==> src/rtl/branch_predictor_if.sv <==
// ---------------------------------------------------------------------------
// branch_predictor_if
//
// Purpose: groups every pipeline-facing signal of the bimodal branch predictor
// into one bundle. The pipeline owns the master side and the predictor owns
// the slave side.
//
// Signal summary:
//   pc_f            master->slave  XLEN   PC of the instruction in IF
//   is_branch_f     master->slave  1      IF instruction is a conditional branch
//   stall_if_id     master->slave  1      hold the IF/ID stage
//   flush_if_id     master->slave  1      squash the IF/ID stage (beats stall)
//   resolve_valid   master->slave  1      branch in ID resolves this cycle
//   branch_actual   master->slave  1      resolved direction, 1 = taken
//   branch_predict  slave->master  1      registered prediction for ID
//   predict_taken_f slave->master  1      combinational prediction for IF
//   mispredict      slave->master  1      qualified resolve disagreed with prediction
//   branch_cnt      slave->master  CNT_W  saturating count of resolved branches
//   mispredict_cnt  slave->master  CNT_W  saturating count of mispredicts
//
// Handshake: resolve_valid is a one-way valid strobe with no ready. The
// predictor always accepts it, and it takes effect at the next clk edge only
// when a branch is actually held in ID. branch_actual is meaningful only while
// resolve_valid is high.
// ---------------------------------------------------------------------------
interface branch_predictor_if #(
    parameter int XLEN  = 32,
    parameter int CNT_W = 32
);
    logic [XLEN-1:0]  pc_f;
    logic             is_branch_f;
    logic             stall_if_id;
    logic             flush_if_id;
    logic             resolve_valid;
    logic             branch_actual;
    logic             branch_predict;
    logic             predict_taken_f;
    logic             mispredict;
    logic [CNT_W-1:0] branch_cnt;
    logic [CNT_W-1:0] mispredict_cnt;

    modport master (
        output pc_f, is_branch_f, stall_if_id, flush_if_id,
               resolve_valid, branch_actual,
        input  branch_predict, predict_taken_f, mispredict,
               branch_cnt, mispredict_cnt
    );

    modport slave (
        input  pc_f, is_branch_f, stall_if_id, flush_if_id,
               resolve_valid, branch_actual,
        output branch_predict, predict_taken_f, mispredict,
               branch_cnt, mispredict_cnt
    );
endinterface

==> src/rtl/branch_predictor.sv <==
// ---------------------------------------------------------------------------
// branch_predictor
//
// Purpose: bimodal predictor made of BHT_ENTRIES 2-bit saturating counters,
// indexed by pc_f[IDX_W+1:2]. The lookup happens in IF. The prediction and the
// index used for it are carried through the IF/ID register. When the branch
// resolves in ID, that counter is trained and the performance counters are
// stepped.
//
// Counter encoding: 00 strong-NT, 01 weak-NT, 10 weak-T, 11 strong-T.
// The prediction is bit [1] of the counter.
//
// Ports:
//   clk  clock
//   rst  synchronous active-high reset; it dominates every other input
//   bp   branch_predictor_if.slave (see the interface for the signal list)
// ---------------------------------------------------------------------------
module branch_predictor #(
    parameter int XLEN        = 32,
    parameter int BHT_ENTRIES = 64,
    parameter int CNT_W       = 32
) (
    input logic clk,
    input logic rst,
    branch_predictor_if.slave bp
);
    localparam int IDX_W = $clog2(BHT_ENTRIES);
    localparam logic [CNT_W-1:0] CNT_ONE = {{(CNT_W-1){1'b0}}, 1'b1};

    logic [1:0]       bht_q [BHT_ENTRIES];
    logic [IDX_W-1:0] idx_f;
    logic [IDX_W-1:0] idx_q, idx_d;
    logic             valid_q, valid_d;
    logic             pred_q, pred_d;
    logic [CNT_W-1:0] bcnt_q, bcnt_d;
    logic [CNT_W-1:0] mcnt_q, mcnt_d;

    logic             update_en;
    logic [1:0]       ctr_old;
    logic [1:0]       ctr_new;
    logic [1:0]       ctr_f;
    logic             mispredict_w;

    // PC bits outside the index field do not affect the lookup.
    logic unused_pc_bits;
    assign unused_pc_bits = ^{bp.pc_f[XLEN-1:IDX_W+2], bp.pc_f[1:0]};

    assign idx_f = bp.pc_f[IDX_W+1:2];

    // Training and lookup
    always_comb begin
        // A resolve only counts when a branch is actually held in ID.
        // Gating with rst keeps mispredict low and blocks any update
        // during reset cycles.
        update_en = !rst && bp.resolve_valid && valid_q;

        ctr_old = bht_q[idx_q];
        ctr_new = ctr_old;
        if (bp.branch_actual) begin
            if (ctr_old != 2'b11) ctr_new = ctr_old + 2'b01;
        end else begin
            if (ctr_old != 2'b00) ctr_new = ctr_old - 2'b01;
        end

        // Write bypass: an IF lookup that hits the entry being trained this
        // cycle sees the post-update value.
        if (update_en && (idx_q == idx_f)) ctr_f = ctr_new;
        else                               ctr_f = bht_q[idx_f];

        mispredict_w = update_en && (bp.branch_actual != pred_q);
    end

    // IF/ID register next state and performance counters
    always_comb begin
        pred_d  = pred_q;
        idx_d   = idx_q;
        valid_d = valid_q;
        if (bp.flush_if_id) begin
            pred_d  = 1'b0;
            valid_d = 1'b0;
        end else if (!bp.stall_if_id) begin
            pred_d  = bp.is_branch_f && ctr_f[1];
            idx_d   = idx_f;
            valid_d = bp.is_branch_f;
        end

        // Both counters saturate at all-ones instead of wrapping.
        bcnt_d = bcnt_q;
        mcnt_d = mcnt_q;
        if (update_en && !(&bcnt_q))                 bcnt_d = bcnt_q + CNT_ONE;
        if (mispredict_w && !(&mcnt_q))              mcnt_d = mcnt_q + CNT_ONE;
    end

    always_ff @(posedge clk) begin
        if (rst) begin
            for (int i = 0; i < BHT_ENTRIES; i++) bht_q[i] <= 2'b01;
            pred_q  <= 1'b0;
            idx_q   <= '0;
            valid_q <= 1'b0;
            bcnt_q  <= '0;
            mcnt_q  <= '0;
        end else begin
            if (update_en) bht_q[idx_q] <= ctr_new;
            pred_q  <= pred_d;
            idx_q   <= idx_d;
            valid_q <= valid_d;
            bcnt_q  <= bcnt_d;
            mcnt_q  <= mcnt_d;
        end
    end

    assign bp.predict_taken_f = bp.is_branch_f && ctr_f[1];
    assign bp.branch_predict  = pred_q;
    assign bp.mispredict      = mispredict_w;
    assign bp.branch_cnt      = bcnt_q;
    assign bp.mispredict_cnt  = mcnt_q;

endmodule

==> src/flat_wrapper.sv <==
// flat-port wrapper written by rule: the top's interface ports become plain ports
module branch_predictor_flat 
#(
    parameter int XLEN        = 32,
    parameter int BHT_ENTRIES = 64,
    parameter int CNT_W       = 32
)
  (clk, rst, bp_pc_f, bp_is_branch_f, bp_stall_if_id, bp_flush_if_id, bp_resolve_valid, bp_branch_actual, bp_branch_predict, bp_predict_taken_f, bp_mispredict, bp_branch_cnt, bp_mispredict_cnt);
  branch_predictor_if #(.XLEN(XLEN), .CNT_W(CNT_W)) bp_i ();
  input logic clk;
  input logic rst;
  input wire logic [$bits(bp_i.pc_f)-1:0] bp_pc_f;
  input wire logic [$bits(bp_i.is_branch_f)-1:0] bp_is_branch_f;
  input wire logic [$bits(bp_i.stall_if_id)-1:0] bp_stall_if_id;
  input wire logic [$bits(bp_i.flush_if_id)-1:0] bp_flush_if_id;
  input wire logic [$bits(bp_i.resolve_valid)-1:0] bp_resolve_valid;
  input wire logic [$bits(bp_i.branch_actual)-1:0] bp_branch_actual;
  output wire logic [$bits(bp_i.branch_predict)-1:0] bp_branch_predict;
  output wire logic [$bits(bp_i.predict_taken_f)-1:0] bp_predict_taken_f;
  output wire logic [$bits(bp_i.mispredict)-1:0] bp_mispredict;
  output wire logic [$bits(bp_i.branch_cnt)-1:0] bp_branch_cnt;
  output wire logic [$bits(bp_i.mispredict_cnt)-1:0] bp_mispredict_cnt;
  assign bp_i.pc_f = bp_pc_f;
  assign bp_i.is_branch_f = bp_is_branch_f;
  assign bp_i.stall_if_id = bp_stall_if_id;
  assign bp_i.flush_if_id = bp_flush_if_id;
  assign bp_i.resolve_valid = bp_resolve_valid;
  assign bp_i.branch_actual = bp_branch_actual;
  assign bp_branch_predict = bp_i.branch_predict;
  assign bp_predict_taken_f = bp_i.predict_taken_f;
  assign bp_mispredict = bp_i.mispredict;
  assign bp_branch_cnt = bp_i.branch_cnt;
  assign bp_mispredict_cnt = bp_i.mispredict_cnt;
  branch_predictor #(.XLEN(XLEN), .BHT_ENTRIES(BHT_ENTRIES), .CNT_W(CNT_W)) u_core (.clk(clk), .rst(rst), .bp(bp_i));
endmodule
==> config.mk <==
export PLATFORM = sky130hd
export DESIGN_NAME = branch_predictor_flat
export DESIGN_NICKNAME = d
export VERILOG_FILES = /design/src/rtl/branch_predictor_if.sv /design/src/rtl/branch_predictor.sv /design/src/flat_wrapper.sv
export SDC_FILE = /design/constraint.sdc
export NUM_CORES = 1
export LEC_CHECK = 0
export BUFFER_PORTS_ARGS = -buffer_cell sky130_fd_sc_hd__buf_2
export CAP_MARGIN = 20
export CORE_MARGIN = 4
export CORE_UTILIZATION = 35
export DETAILED_ROUTE_END_ITERATION = 16
export PLACE_DENSITY = 0.54
export SYNTH_ARGS = -nofsm -noshare
export SYNTH_HDL_FRONTEND = slang
export SYNTH_SLANG_ARGS = --single-unit
==> constraint.sdc <==
create_clock -name clk -period 4 [get_ports clk]
set_clock_uncertainty 0.2 [all_clocks]
set_input_delay 0.8 -clock clk [delete_from_list [all_inputs] [get_ports clk]]
set_output_delay 0.8 -clock clk [all_outputs]
set_load 0.05 [all_outputs]
[Word-level counts from Yosys, hierarchy flattened]
Memory sizes are Yosys's and may differ from the RTL's. A register that Yosys moved wholly into a read port is not among the register bits.
Index checks and enable logic that the tools add are counted.
Operators by class
  add/subtract/negate cells: 4
  $mul: 0
  div/mod/pow operators: 0
  order comparisons: 0
  equal/unequal tests: 3
  shift-type cells: 0
  mux-type cells: 14
  bitwise gates (word level): 2
  reduce and logical (&&, ||, !) cells: 16
Operators with widths (number)
  adder 32 x 1 -> 32 bit, second input constant: 2
  AND reduction 32 bit: 2
  two-way mux 6 bit: 3
  two-way mux 2 bit: 5
  logical AND 1 bit: 7
  == test 6 bit: 1
  two-way mux 1 bit: 6
  OR reduction 2 bit: 2
  logical NOT 1 bit: 3
  adder 2 x 1 -> 2 bit, second input constant: 1
  != test 2 bit, second input constant: 1
  inverter 1 bit: 2
  AND reduction 2 bit: 1
  nonzero test 2 bit: 1
  subtractor 2 x 1 -> 2 bit, second input constant: 1
  != test 1 bit: 1
Word-level totals
  register bits after elaboration: 72
  latch bits: 0
  memory bits (writable): 128
  ROM bits: 0
  input port bits: 39
  word-level logic and storage cells: 45
  memories kept: 1
Memories
  u_core.bht_q: depth 64, bits a word 2, read ports 2, clocked after memory_dff 1, write ports 64, RTL line branch_predictor.sv:30  | logic [1:0] bht_q [BHT_ENTRIES];

[Longest topological paths before layout]
Gate-level depths: netlist (run 1).
  depth in word-level cells: 8
  gate-level depth with buffers: 12
  mapped depth without buffers: 9

[Worst setup path before layout (run 1)]
No wires, ideal clock.
  path kind: input to output
  start point: input bp_pc_f[2]
  end point: output bp_predict_taken_f
  data arrival time: 3.239 ns
  required time: 3.000 ns
  slack: -0.239 ns
  cell stages on the path: 8
  path buffers: 2
  path through: buf_2 > buf_2 > mux4_2 > mux4_2 > mux4_2 > inv_1 > mux2i_1 > and2_1
On the way
  longest elaborated chain between the ends: 4
Ends and longest elaborated chain
  from (decl): RTL line flat_wrapper.sv:12  | input wire logic [$bits(bp_i.pc_f)-1:0] bp_pc_f;
  branches (longest 2 deep; another with memory read (64 x 2 bit))
  two-way mux 2 bit *: RTL line branch_predictor.sv:67  | if (update_en && (idx_q == idx_f)) ctr_f = ctr_new;
  logical AND 1 bit *: RTL line branch_predictor.sv:112  | assign bp.predict_taken_f = bp.is_branch_f && ctr_f[1];
  to (decl): RTL line flat_wrapper.sv:19  | output wire logic [$bits(bp_i.predict_taken_f)-1:0] bp_predict_taken_f;
Mark *: on every way between the ends.

[Worst setup path after layout (run 1)]
Same ends and word-level chain as after synthesis.

==> metrics.cfg, run 1 <==
[routing]
drt_iter0_markers=653
vias=7968
routed_wl_um=28400
ant_nets=0
dr.pass1.iters=5
drc=0
avgViaCountPerCell=5.29
wire_per_inst_um=18.9

[worst_setup_path]
worst_setup_path_end_kind=output port
path_max_fanout=5
crit_required_ps=3000
path_class=primary input to output port
arrival_ps=3030
cp-start-kind=primary input

[synth]
synth_nets=1041
synthCells=1000
yosys.area.top_type=edfxtp_1
ys_ff_latch=206
syn-mean-instance-area_sq_um=10.5
yosysWarnings=0
ys.flop_type=edfxtp_1
ys_top_cells_by_area=edfxtp_1 (37%), dfxtp_1 (15%), mux4_2 (8.1%), nor2_1 (4.9%), nand2_1 (4.1%)
synthArstFlopShare_pct=0
synthesis.area_sq_um=10500
synth_top_area_share_pct=36.6
yosysUniqueCellTypes=55
seq_area_frac_synth_pct=51.4
synth_edf_count=128

[timing]
period_minus_slack_ps=4030
worst_hold_slack_ps=294
finalHoldViolations=0
layout_setup_ws_ps=-32.9
relSlewSlack_pct=36.2
drv_slew=0
post-route-period-util_pct=101
setup_viol=1
rsz0062_at_grt=true
worstMarginPinSlew_ps=950
finalSetupTns_ps=-32.9
timing.fmax_mhz=248

[cells_and_area]
nets=1136
stdcell_area_sq_um=12600
regArea_sq_um=5420
multi_input_area_sq_um=4790
stdcell_count=1505
diodes=0
fillers=2864
area_growth_pct=20.2
drive_gt1_share_pct=24.3
utilization_pct=42.6

[pwr]
p_total_mw=5.13
p_leak_nw=4.26
switching_share_pct=23.3
combPwrFrac_pct=8.4
pwr-share-seq_pct=45.1
power_frac_clock_pct=46.4
peakVddDrop_v=0.000275
cell_internal_pwr_mw=3.94
powerDensity_nw_per_um2=406
p_sw_mw=1.19

[clock_tree]
root_buffer=clkbuf_16
clock_latency_ps=520
cts.path.max_buffers=3
clk_pin_slew_worst_paths_ps=60
cts_tree=done
ctsHtreeMaxLevel=1
cts_hold_buf=0
cts_sinks=206
cts_buffers=26

[die]
core_sq_um=29600
rows=63
die_h_um=181
io_pins=106
dieWidth_um=181
initial_core_util_pct=35.5
dieArea_sq_um=32900

[global_route]
grt_pass1_vias=7665
grt_first_pass_wirelength_um=44300
antenna_found_initial=2
grt_max_degree=85
grt_overflow_total=0
grt_use_total_pct=16.7

[place]
pre_cts_slack_ps=-198
dpl-instance-area_sq_um=11300
dp_hpwl_um=19000
gp_congestion=0.809
placedCellCount=1437
portBuffers=79

[outcome]
outcome=finished, violations left
violations=negative setup slack

[flow_run]
drv_cap=0

[hold_path]
hold_path_class=flip-flop to flip-flop

==> cells in the mapped netlist (5+ instances only) <==
| library cell | number |
|---|---|
| mux4_2 | 38 |
| inv_1 | 10 |
| xnor2_1 | 22 |
| nor2_1 | 137 |
| xor2_1 | 33 |
| nor2b_1 | 11 |
| mux2i_1 | 33 |
| and4_1 | 5 |
| buf_2 | 13 |
| and3_1 | 7 |
| nand2_1 | 114 |
| a22oi_1 | 12 |
| nand2b_1 | 35 |
| edfxtp_1 | 128 |
| nand3_1 | 60 |
| or3_1 | 16 |
| a21oi_1 | 29 |
| clkbuf_1 | 35 |
| or2_2 | 34 |
| dfxtp_1 | 78 |
| buf_6 | 9 |
| and2_1 | 6 |
| o21ai_0 | 21 |
| nor3_1 | 45 |
| nor4_1 | 7 |
| nand4_1 | 20 |
==> kinds of logic (layout without fill, tap and decap cells) <==
group | Yosys count | in the layout | share of synthesized area, %
mux | 77 | 77 | 12.1
flops | 206 | 206 | 51.4
buf+inv | 71 | 186 | 3.44
xor+xnor | 55 | 55 | 4.58
simple gates | 512 | 512 | 23.8
compound gates | 75 | 75 | 4.25
fa+ha+maj | 4 | 4 | 0.440
==> cell usage in the layout (no fill, tap or decap), types with 4 or more instances in the layout <==
master        n
inv_1         9
nor2_1      137
nor4_1        7
a22oi_1      11
mux4_2       38
a21oi_1      28
nor2b_1      10
or2_2        33
and4_1        5
buf_12        9
mux2i_1      32
dfxtp_1      75
buf_2        76
mux2_2        4
and3_1        7
nand2b_1     35
edfxtp_1    128
nand3_1      59
clkinvlp_4    4
nand4_1      20
clkbuf_16    30
clkinv_2      7
xor2_1       33
o21ai_0      20
and2_1        5
buf_4        33
xnor2_1      22
or3_1        16
nand2_1     114
nor3_1       45
==> per-layer routing <==
metal | up-vias | part of all wire, % | track usage (%)
met2 | 260 | 45 | 25.7
met3 | 52 | 7.6 | 4.49
li1 | 3799 | - | -
met4 | 4 | 2.3 | 3.45
met5 | - | 0.049 | 0
met1 | 3853 | 45 | 24.0
==> worst max-delay path, stage by stage <==
cell     delay, ps
buf_12         110
buf_12         120
mux4_2         490
mux4_2         510
mux4_2         570
inv_2           70
mux2i_1         70
and2_4         150
buf_12         140
==> final timing paths <==
check | start | endpoint | slack [ps] | cells after the start
worst max-delay path | bp_pc_f[2] | bp_predict_taken_f | -30 | 9
worst min-delay path | u_core.bp.mispredict_cnt[1] | u_core.bp.mispredict_cnt[1] | 290 | 2
worst max register to register | flip-flop | u_core.bht_q[12][0] | 100 | 17
worst min register to register | u_core.bp.mispredict_cnt[1] | u_core.bp.mispredict_cnt[1] | 290 | 2
==> state kept, by name, indices dropped and copies added (netlist names), named ones only <==
name	cells
u_core.idx_q	6
u_core.bht_q	128
u_core.bp.mispredict_cnt	32
u_core.bp.branch_predict	1
u_core.valid_q	1
u_core.bp.branch_cnt	32
==> power groups by stage <==
stage               Combinational [mW]  Clock, mW  Sequential, mW
finish                           0.433       2.38            2.32
global route                     0.462       2.52            2.32
CTS                              0.381       2.44            2.31
detailed placement               0.345          0            2.36
global placement                 0.344          0            2.36
floorplan                        0.269          0            2.33
==> repair_timing <==
| item | CTS | global route |
|---|---|---|
| resized for setup | 17 | 23 |
| gates cloned | 3 | 3 |
| endpoints found under the hold margin | 0 | 0 |
| setup buffers | 12 | 3 |
| pin swaps | 5 | 3 |
| setup endpoints to repair | 1 | 65 |
==> layout make-up <==
cell class,instances,share of cell area (%)
repair buffers,128,8.07
inverters,10,0.297
well taps,390,3.86
multi-input cells,723,37.9
clock buffers,31,5.65
flip-flops and latches,206,42.9
clock inverters,17,1.36
Power figures use the tool's default switching activity.
==> run 2, diff against run 1 <==
--- a/config.mk
+++ b/config.mk
@@ -11,6 +11,7 @@
 export CORE_UTILIZATION = 35
 export DETAILED_ROUTE_END_ITERATION = 16
 export PLACE_DENSITY = 0.54
+export SKIP_CTS_REPAIR_TIMING = 1
 export SYNTH_ARGS = -nofsm -noshare
 export SYNTH_HDL_FRONTEND = slang
 export SYNTH_SLANG_ARGS = --single-unit
==> run 2 against run 1 <==
The flow still finishes with violations (negative setup slack). Highest routed layer unchanged. Non-clock buffer count is 7 lower. Clock power hardly changed. Sequential power hardly changed. First-iteration DRC count is 0.31% higher. Combinational power is 14% lower. Largest power group unchanged. Die area stayed put. Via count is 0.49% lower. Total power is 1.1% lower. Register-to-register slack better by 500 ps. Flip-flop and latch count stayed put.
==> metrics.cfg, run 2 (synthesized netlist as in run 1, its figures left out) <==
[timing]
post-route-period-util_pct=101
layout_setup_ws_ps=-49.5
timing.fmax_mhz=247
setup_viol=1
worstMarginPinSlew_ps=924
drv_slew=0
period_minus_slack_ps=4050
relSlewSlack_pct=37.9
finalHoldViolations=0
rsz0062_at_grt=true

[pwr]
power_frac_clock_pct=47.0
p_total_mw=5.07
peakVddDrop_v=0.000275
p_sw_mw=1.18
switching_share_pct=23.3
powerDensity_nw_per_um2=407
p_leak_nw=4.17
pwr-share-seq_pct=45.6
cell_internal_pwr_mw=3.89
combPwrFrac_pct=7.4

[worst_setup_path]
worst_setup_path_end_kind=output port
cp-start-kind=primary input
reg2reg_to=u_core.bht_q[45][1]
cp_cell_sequence=buf_12 > clkbuf_16 > mux4_2 > mux4_2 > mux4_2 > inv_2 > mux2i_1 > and2_4 > buf_8
cp.depth=9
critPathBufInv=4
cp_common_cell=mux4_2
path_max_fanout=8
crit_path_end=bp_predict_taken_f
crit_required_ps=3000
reg2reg_slack_ps=600
crit_path_start=bp_pc_f[2]
cp_slowest_cell=mux4_2
cp_top_family=multiplexers
cp_slowest_stage_delay_ps=570
path_class=primary input to output port
reg2reg_depth=9
arrival_ps=3050

[global_route]
grt_max_degree=85
grtUsageMet2_pct=25.3
grt_pass1_vias=7617
antenna_found_initial=2
grtUsageMet3_pct=4.27
busiest_layer=met2
grt_use_total_pct=16.4
grt_use_met1_pct=23.6
grt_first_pass_wirelength_um=43700
grt_overflow_total=0

[outcome]
violations=negative setup slack
outcome=finished, violations left

[routing]
dr.pass1.iters=6
vias=7929
drt_iter0_markers=655
ant_nets=0
routed_wl_um=28000
wire_per_inst_um=18.7
avgViaCountPerCell=5.29
drc=0

[clock_tree]
cts_sinks=206
ctsHtreeMaxLevel=1
cts_tree=done
clock_latency_ps=520
clk_pin_slew_worst_paths_ps=60
root_buffer=clkbuf_16
cts.path.max_buffers=3
cts_buffers=26

[die]
die_h_um=181
io_pins=106
core_sq_um=29600
dieWidth_um=181
rows=63
initial_core_util_pct=35.5
dieArea_sq_um=32900

[hold_path]
hold_path_class=flip-flop to flip-flop
hold-path-cell-count=2

[cells_and_area]
nets=1129
stdcell_area_sq_um=12500
drive_gt1_share_pct=23.8
diodes=0
area_growth_pct=18.4
final_common_cell=nor2_1
layout.cells.most_common_list=nor2_1 (137), edfxtp_1 (128), nand2_1 (114), buf_2 (76), dfxtp_1 (75)
stdcell_count=1498
largest_reg_flops=128
regMostFlops=u_core.bht_q

[place]
gp_congestion=0.809
portBuffers=79
dpl-instance-area_sq_um=11300
dp_hpwl_um=19000
placedCellCount=1437

[flow_run]
drv_cap=0

==> run 2: cell count changes in the layout (fill, tap and decap cells not counted), moves of 2 or more <==
cell / previous run / this run
buf_6: 3 / 1
buf_4: 33 / 35
buf_12: 9 / 4
buf_16: 2 / 0
==> run 2: area by class of cell <==
| cell class | count | area [sq um] |
|---|---|---|
| Fill cell | 2887 | 17200 |
| Tap cell | 390 | 488 |
| Sequential cell | 206 | 5420 |
| Clock buffer | 31 | 714 |
| Multi-Input combinational cell | 723 | 4780 |
| Timing Repair Buffer | 121 | 850 |
| Inverter | 10 | 37.5 |
| Clock inverter | 17 | 171 |
==> run 2: worst min-delay path by stage <==
stage                                        to                         from
floorplan                        u_core.valid_q               u_core.valid_q
global placement       u_core.bp.branch_cnt[16]     u_core.bp.branch_cnt[16]
detailed placement  u_core.bp.mispredict_cnt[1]  u_core.bp.mispredict_cnt[1]
CTS                 u_core.bp.mispredict_cnt[1]  u_core.bp.mispredict_cnt[1]
global route        u_core.bp.mispredict_cnt[1]  u_core.bp.mispredict_cnt[1]
finish              u_core.bp.mispredict_cnt[1]  u_core.bp.mispredict_cnt[1]
==> run 2: through the flow <==
step	hold WS [ps]	utilization [%]	TNS, ps	worst slack, ps
final	294	42.0	-49.5	-49.5
after floorplan	304	-	0	5.45
after global routing	329	42.0	-88.5	-88.5
after detailed placement	287	38.3	-198	-198
after global placement	282	38.3	-203	-203
after CTS	297	41.2	-326	-326
==> run 2: power groups by stage <==
stage          Sequential, mW  Combinational, mW  Clock [mW]
2_1_floorplan            2.33              0.269           0
3_3_place_gp             2.36              0.344           0
3_5_place_dp             2.36              0.345           0
4_1_cts                  2.31              0.346        2.44
5_1_grt                  2.32              0.402        2.52
6_report                 2.31              0.373        2.38
==> run 2: tightest hold or removal path: stages, from the launching register on <==
cell	delay [ps]
dfxtp_1	330
nand2_1	60
a21oi_1	50
==> run 2: routing by layer <==
layer,vias to the layer above,wire [um]
li1,3788,-
met1,3842,12700
met2,249,12500
met3,46,2150
met4,4,557
met5,-,14
==> run 3, diff against run 2 <==
--- a/config.mk
+++ b/config.mk
@@ -7,10 +7,12 @@
 export LEC_CHECK = 0
 export BUFFER_PORTS_ARGS = -buffer_cell sky130_fd_sc_hd__buf_2
 export CAP_MARGIN = 20
+export CELL_PAD_IN_SITES_DETAIL_PLACEMENT = 0
+export CELL_PAD_IN_SITES_GLOBAL_PLACEMENT = 1
 export CORE_MARGIN = 4
 export CORE_UTILIZATION = 35
 export DETAILED_ROUTE_END_ITERATION = 16
-export PLACE_DENSITY = 0.54
+export PLACE_DENSITY = 0.65
 export SKIP_CTS_REPAIR_TIMING = 1
 export SYNTH_ARGS = -nofsm -noshare
 export SYNTH_HDL_FRONTEND = slang
==> run 3 against run 2 <==
Clock power decreased by 12%. The flow still finishes with violations (negative setup slack). Final cell count down 0.27%. Wire length grew 1.8%. Flip-flop and latch count stayed put. First-iteration DRC count decreased by 17%. Highest routed layer unchanged. Largest cell class unchanged.
==> metrics.cfg, run 3 (synthesized netlist as in run 1, its figures left out) <==
[outcome]
outcome=finished, violations left
violations=negative setup slack

[timing]
setup_viol=1
worst_hold_slack_ps=306
timing.fmax_mhz=246
period_minus_slack_ps=4060
drv_slew=0
relSlewSlack_pct=37.4
worstMarginPinSlew_ps=932
post-route-period-util_pct=102
layout_setup_ws_ps=-61.9
rsz0062_at_grt=true
finalHoldViolations=0
finalSetupTns_ps=-61.9

[worst_setup_path]
worst_setup_path_end_kind=output port
cp-start-kind=primary input
path_max_fanout=5
crit_required_ps=3000
arrival_ps=3060
path_class=primary input to output port

[hold_path]
hold_path_class=flip-flop to flip-flop

[clock_tree]
clock_latency_ps=530
cts_sinks=206
root_buffer=clkbuf_16
cts_tree=done
cts.path.max_buffers=3
clk_pin_slew_worst_paths_ps=60
cts_buffers=24
ctsHtreeMaxLevel=1

[global_route]
antenna_found_initial=4
grt_overflow_total=0
grt_use_total_pct=16.8
grt_max_degree=60
grt_pass1_vias=7750
grt_first_pass_wirelength_um=44300

[routing]
wire_per_inst_um=19.0
drc=0
routed_wl_um=28500
vias=7840
avgViaCountPerCell=5.25
dr.pass1.iters=5
drt_iter0_markers=544
ant_nets=0

[pwr]
peakVddDrop_v=0.000269
p_total_mw=4.78
powerDensity_nw_per_um2=389
p_leak_nw=4.09

[cells_and_area]
drive_gt1_share_pct=23.0
regMostFlops=u_core.bht_q
nets=1128
layout.cells.most_common_list=nor2_1 (137), edfxtp_1 (128), nand2_1 (114), buf_2 (76), dfxtp_1 (75)
stdcell_count=1494
stdcell_area_sq_um=12300
area_growth_pct=16.8
utilization_pct=41.4
regArea_sq_um=5410
multi_input_area_sq_um=4780
fillers=2955
final_common_cell=nor2_1
largest_reg_flops=128

[die]
dieWidth_um=181
core_sq_um=29600
dieArea_sq_um=32900
die_h_um=181
io_pins=106
initial_core_util_pct=35.5
rows=63

[flow_run]
drv_cap=0

[place]
dp_hpwl_um=19800
gp_congestion=0.874
pre_cts_slack_ps=-237
placedCellCount=1444
portBuffers=79
dpl-instance-area_sq_um=11400

-- run 3: report_power, final --
group	switching, mW	leakage [nW]	internal, mW
clock network	0.875	0.363	1.21
logic	0.230	1.99	0.148
registers	0.0361	1.73	2.28
-- run 3: path summary, 6_finish.rpt --
| kind | end | depth (start not counted) | start | slack (ps) |
|---|---|---|---|---|
| max | bp_predict_taken_f | 9 | bp_pc_f[2] | -60 |
| min | u_core.bp.mispredict_cnt[1] | 2 | u_core.bp.mispredict_cnt[1] | 310 |
| max reg2reg | u_core.bht_q[46][1] | 10 | flip-flop | 490 |
| min reg2reg | u_core.bp.mispredict_cnt[1] | 2 | u_core.bp.mispredict_cnt[1] | 310 |
-- run 3: final cells by class --
| class | instances | area share (%) |
|---|---|---|
| Antenna cell | 1 | 0.0204 |
| Clock buffer | 32 | 5.32 |
| Clock inverter | 10 | 0.703 |
| Inverter | 10 | 0.306 |
| Multi-Input combinational cell | 723 | 38.9 |
| Sequential cell | 206 | 44.1 |
| Tap cell | 390 | 3.97 |
| Timing Repair Buffer | 122 | 6.70 |
-- run 3: metal layers --
layer / global-route usage (%) / wire length [um] / up-vias / share of wire [%]
met5: 0 / 28 / - / 0.098
met3: 3.70 / 1890 / 45 / 6.6
li1: - / - / 3753 / -
met2: 26.3 / 12900 / 238 / 45
met4: 4.17 / 661 / 6 / 2.3
met1: 23.9 / 13000 / 3798 / 46
-- run 3: critical path: stages --
cell,delay (ps)
buf_6,110
buf_12,130
mux4_2,510
mux4_2,500
mux4_2,570
inv_2,80
mux2i_2,70
and2_4,150
buf_8,140
